### src/rtl/uart_arb_pkg.sv
// Shared constants for the UART transmit arbiter.
// FSM encodings and a counter-width helper.
package uart_arb_pkg;

    localparam logic [1:0] IDLE      = 2'd0;
    localparam logic [1:0] LAUNCH    = 2'd1;
    localparam logic [1:0] WAIT_DONE = 2'd2;
    localparam logic [1:0] GAP       = 2'd3;

    // Bits needed to hold 0..max_val, never less than one.
    function automatic int cnt_w(input int max_val);
        int w;
        w = $clog2(max_val + 1);
        return (w < 1) ? 1 : w;
    endfunction

endpackage

### src/rtl/uart_tx_arbiter_rr.sv
// Rotating-priority search over the request vector.
// Starts at ptr+1 and wraps; purely combinational.
module rr_arbiter
    import uart_arb_pkg::*;
#(
    parameter int N_REQ = 4,
    parameter int PTR_W = cnt_w(N_REQ - 1)
) (
    input  logic [N_REQ-1:0] req,
    input  logic [PTR_W-1:0] ptr,
    output logic [PTR_W-1:0] winner,
    output logic             valid
);

    logic [N_REQ-1:0] sh;

    // First set request after the last winner, wrapping around.
    always_comb begin
        winner = '0;
        valid  = 1'b0;
        sh     = '0;
        for (int k = 1; k <= N_REQ; k++) begin
            sh = req >> ((int'(ptr) + k) % N_REQ);
            if (!valid && sh[0]) begin
                winner = PTR_W'((int'(ptr) + k) % N_REQ);
                valid  = 1'b1;
            end
        end
    end

endmodule

### src/rtl/uart_tx_arbiter.sv
// Shares one uart_byte_tx among N_REQ byte requesters.
// Round-robin grant, launch, wait for done, guard gap.
module uart_tx_arbiter
    import uart_arb_pkg::*;
#(
    parameter int N_REQ      = 4,
    parameter int GAP_CYCLES = 16,
    parameter int TIMEOUT    = 65535
) (
    input  logic               clk,
    input  logic               reset_n,
    input  logic [N_REQ-1:0]   req,
    input  logic [8*N_REQ-1:0] req_data,
    output logic [N_REQ-1:0]   ack,
    output logic [7:0]         tx_data_byte,
    output logic               tx_send_en,
    input  logic               tx_done,
    output logic               busy,
    output logic [2:0]         owner,
    output logic               timeout_err
);

    localparam int PTR_W   = cnt_w(N_REQ - 1);
    localparam int TIMER_W = cnt_w(TIMEOUT);
    localparam int GAP_W   = cnt_w(GAP_CYCLES);

    localparam logic [TIMER_W-1:0] TIMER_LAST =
        TIMER_W'(TIMEOUT - 1);
    localparam logic [GAP_W-1:0] GAP_LAST =
        (GAP_CYCLES > 0) ? GAP_W'(GAP_CYCLES - 1) : '0;
    localparam logic [1:0] AFTER_XFER =
        (GAP_CYCLES > 0) ? GAP : IDLE;

    logic [1:0]         state;
    logic [1:0]         state_nxt;
    logic [PTR_W-1:0]   ptr;
    logic [TIMER_W-1:0] timer;
    logic [GAP_W-1:0]   gap_cnt;
    logic [PTR_W-1:0]   winner;
    logic               win_valid;
    logic               abort;
    logic [N_REQ-1:0]   grant_oh;
    logic [7:0]         win_byte;

    rr_arbiter #(
        .N_REQ (N_REQ),
        .PTR_W (PTR_W)
    ) u_rr (
        .req    (req),
        .ptr    (ptr),
        .winner (winner),
        .valid  (win_valid)
    );

    assign grant_oh = {{(N_REQ-1){1'b0}}, 1'b1} << winner;
    assign win_byte = 8'(req_data >> {winner, 3'b000});

    // Next-state decode; tx_done beats a same-cycle timeout.
    always_comb begin
        state_nxt = state;
        abort     = 1'b0;
        unique case (state)
            IDLE: begin
                if (win_valid)
                    state_nxt = LAUNCH;
            end
            LAUNCH: begin
                state_nxt = WAIT_DONE;
            end
            WAIT_DONE: begin
                if (tx_done) begin
                    state_nxt = AFTER_XFER;
                end else if (timer == TIMER_LAST) begin
                    state_nxt = AFTER_XFER;
                    abort     = 1'b1;
                end
            end
            GAP: begin
                if (gap_cnt == GAP_LAST)
                    state_nxt = IDLE;
            end
            default: state_nxt = IDLE;
        endcase
    end

    // State, counters and registered outputs.
    always_ff @(posedge clk or negedge reset_n) begin
        if (!reset_n) begin
            state        <= IDLE;
            ptr          <= PTR_W'(N_REQ - 1);
            timer        <= '0;
            gap_cnt      <= '0;
            ack          <= '0;
            tx_data_byte <= '0;
            tx_send_en   <= 1'b0;
            busy         <= 1'b0;
            owner        <= '0;
            timeout_err  <= 1'b0;
        end else begin
            state       <= state_nxt;
            busy        <= (state_nxt != IDLE);
            ack         <= '0;
            tx_send_en  <= 1'b0;
            timeout_err <= abort;

            if (state == IDLE && win_valid) begin
                tx_data_byte <= win_byte;
                owner        <= 3'(winner);
                ptr          <= winner;
                ack          <= grant_oh;
            end

            if (state == LAUNCH) begin
                tx_send_en <= 1'b1;
                timer      <= '0;
            end else if (state == WAIT_DONE && !tx_done) begin
                timer <= timer + 1'b1;
            end

            if (state == GAP)
                gap_cnt <= gap_cnt + 1'b1;
            else
                gap_cnt <= '0;
        end
    end

endmodule
### config.mk
export PLATFORM = sky130hd
export DESIGN_NAME = uart_tx_arbiter
export DESIGN_NICKNAME = d
export VERILOG_FILES = /design/src/rtl/uart_arb_pkg.sv /design/src/rtl/uart_tx_arbiter_rr.sv /design/src/rtl/uart_tx_arbiter.sv
export SDC_FILE = /design/constraint.sdc
export NUM_CORES = 1
export LEC_CHECK = 0
export ABC_AREA = 1
export BUFFER_PORTS_ARGS = -buffer_cell sky130_fd_sc_hd__buf_2
export CORE_ASPECT_RATIO = 0.6
export CORE_UTILIZATION = 45
export DETAILED_ROUTE_END_ITERATION = 8
export GPL_ROUTABILITY_DRIVEN = 0
export HOLD_SLACK_MARGIN = 0.02
export PLACE_DENSITY = 0.69
export SLEW_MARGIN = 20
export SYNTH_ARGS = -nofsm -noshare
export SYNTH_HDL_FRONTEND = slang
export SYNTH_SLANG_ARGS = --single-unit
export TNS_END_PERCENT = 50
### constraint.sdc
create_clock -name clk -period 5.1 [get_ports clk]
set_input_delay 1.02 -clock clk [delete_from_list [all_inputs] [get_ports clk]]
set_output_delay 1.02 -clock clk [all_outputs]
set_load 0.01 [all_outputs]
==> summary.txt <==
Period minus WS final = 2.553 ns
Total Routed Length = 5186 um
Filler cell count = 501
Critical Path RT = 5.28 ns
Power Density = 390.9 nW/um^2
Gate power share = 40.5%
Crit. End Element = register
Die area = 5821 um^2
Num ports = 57
DRC viols = 0
CTS Buf Count = 5
Initial core utilization = 47.87%
Mapped Avg Cell Area = 7.403 um^2
Post-Syn Instances = 335
First-pass DRT Iterations = 4
Htree depth = 2
Register area share after synthesis = 42.48%
Sequential share of power = 41.6%
Async SR Flop Fraction = 100.0%
Vias in the first global route = 1959
Post-route cell area = 2860 um^2
Crit-path max FO = 14
Maxcap violations = 0
Starting DRT DRC Count = 94
Switch share = 40.10%
Die Y = 59.50 um
Maximum clock rate = 391.7 MHz
Status = complete, no violations
WL/cell = 11.35 um
Worst Skew = 0.005592 ns
Initial antenna violation count = 0
Ys Warns = 0
Final setup viols = 0
FP Rows = 20
Cts hold-fix bufs = 0
Int Pwr = 0.6697 mW
Unrepaired setup endpoints after global routing = no
Final Hold Viols = 0
GRT Overall Usage = 19.59%
Crit path DAT = 2.74 ns
Post-DP HPWL = 3995 um
Share of cells above drive strength 1 = 20.97%
TritonCTS clock tree = built
Post-CTS resize count = 0
Worst min path class = reg2reg
Total grt overflow = 0
Largest net degree at the start of global routing = 43
Worst-Margin Slew = 0.8861 ns
VDD IR-drop max = 0.1491 mV
Psw = 0.4484 mW
Fin nets = 434
Max-slew violations = 0
Clk sinks = 42
Worst Setup Start Kind = primary input
Post-Syn Area = 2480 um^2
Post-route ant nets = 0
Number of antenna diodes = 0
Avg Vias per Cell = 4.735
Global-route wire length before repair = 8797 um
Rel. slew slack = 40.93%
Leak Pwr = 1.579 nW
Seq cells post-synth = 42
CTS root buf = clkbuf_8
Die Wd = 97.84 um
Clk slew on worst S/H paths = 0.07 ns
Clock Path Buffers = 2
IO buf count = 55
Final Cycle Share = 50.06%
Setup Fix Bufs, Post-CTS = 0
Sum Neg Setup Slack = 0 ns
DR vias = 2164
WS Path Type = in2reg
Syn_nets = 378
Later-pin clock latency in the skew report = 0.30 ns
Post-synth EDFFs = 0
Area delta synth->final = 15.34%
Core area = 5180 um^2
Synth unique cells = 32
Prevailing post-synth register cell = dfrtp_1
Clock Power Share = 18.0%
Post-DP Area = 2784 um^2
[path summary, 6_finish.rpt]
path,slack [ns],to,start,cells after the start
worst max-delay path,2.55,state[0]$_DFF_PN0_,req[3],11
worst min-delay path,0.46,gap_cnt[0]$_DFF_PN0_,gap_cnt[0]$_DFF_PN0_,1
worst max register to register,2.64,ptr[1]$_DFFE_PN1P_,ptr[0]$_DFFE_PN1P_,9
worst min register to register,0.46,gap_cnt[0]$_DFF_PN0_,gap_cnt[0]$_DFF_PN0_,1
max in group asynchronous,3.70,timer[9]$_DFFE_PN0P_,reset_n,1
min in group asynchronous,0.84,timer[4]$_DFFE_PN0P_,reset_n,1
[worst max-delay path: stages]
cell      delay [ns]
buf_2           0.11
inv_1           0.07
nand2_1         0.06
nand3_1         0.13
nand2_2         0.09
nor2_4          0.17
nand3b_1        0.10
nand3_1         0.43
inv_1           0.24
a21oi_1         0.23
o21ai_1         0.09
[power groups by stage]
stage | combinational (mW) | clock (mW) | sequential (mW)
2_1_floorplan | 0.347 | 0 | 0.474
3_3_place_gp | 0.449 | 0 | 0.471
3_5_place_dp | 0.453 | 0 | 0.470
4_1_cts | 0.455 | 0.207 | 0.464
5_1_grt | 0.514 | 0.219 | 0.475
6_report | 0.452 | 0.201 | 0.465
[layout make-up]
class                      count  area (um^2)  share of cell area [%]
multi-input combinational    227         1140                   39.85
timing repair buffer          55        275.3                   9.624
inverter                      60        232.7                   8.136
clock buffer                   7        76.32                   2.668
tap                           66        82.58                   2.887
sequential                    42         1054                   36.83
[registers in the layout (all words and copies together), names as in the netlist]
| name | cells |
|---|---|
| gap_cnt | 5 |
| timeout_err | 1 |
| ack | 4 |
| tx_send_en | 1 |
| timer | 16 |
| ptr | 2 |
| busy | 1 |
| tx_data_byte | 8 |
| state | 2 |
| owner | 2 |
[per-stage QoR]
step	std cells	util, %	hold slack (ns)	setup slack [ns]	power [mW]
detailed placement	450	53.74	0.4552	2.249	0.9231
finish	457	55.22	0.4552	2.547	1.118
global route	457	55.22	0.4923	2.391	1.209
CTS	457	55.22	0.4652	2.560	1.126
floorplan	335	-	0.4329	2.820	0.8211
global placement	450	53.74	0.4512	2.396	0.9206
[cell families after synthesis]
| logic type | after synthesis | share of synthesized area (%) |
|---|---|---|
| other | 1 | 0.1512 |
| xor gates and xnor gates | 1 | 0.3532 |
| buffers and inverters | 66 | 11.55 |
| muxes | 2 | 0.8073 |
| AOI/OAI and AO/OA | 28 | 5.954 |
| DFF | 42 | 42.48 |
| adders and majority gates | 4 | 2.018 |
| and+or+nand+nor | 191 | 36.68 |
[cell usage after synthesis (all sizes together) (2+ instances only)]
master	number	area share, %
ha	4	2.0
nor2	31	5.2
or2	10	2.5
nand4	3	0.76
mux2i	2	0.81
nand3	43	9.7
nor3	5	1.0
a21oi	9	1.8
nand2	96	17
dfrtp	40	40
buf	6	2.2
inv	59	9.2
o21ai	17	3.6
dfstp	2	2.1
[layout by cell type (no fill, tap or decap), types with 2 or more instances in the layout]
cell type	Yosys	layout
nand2_2	9	9
clkbuf_1	0	2
dfrtp_1	40	40
clkbuf_8	0	5
nor2_2	2	2
nand2_1	83	83
dfstp_2	2	2
inv_1	58	58
or2_1	10	10
a21oi_1	9	9
nand3_1	41	41
nand3_4	2	2
mux2i_1	2	2
nor2_1	28	28
nand4_1	3	3
nand2_4	4	4
ha_1	4	4
nor3_1	5	5
buf_2	1	55
o21ai_0	14	14
o21ai_1	2	2
[per-layer routing]
layer,global-route usage [%],vias to the layer above,wire (um)
met4,5.195,0,53
li1,-,1144,-
met2,28.87,44,2119
met1,27.96,969,2722
met5,0,-,0
met3,6.014,7,290
No activity file was read; power rests on OpenSTA's default activity.
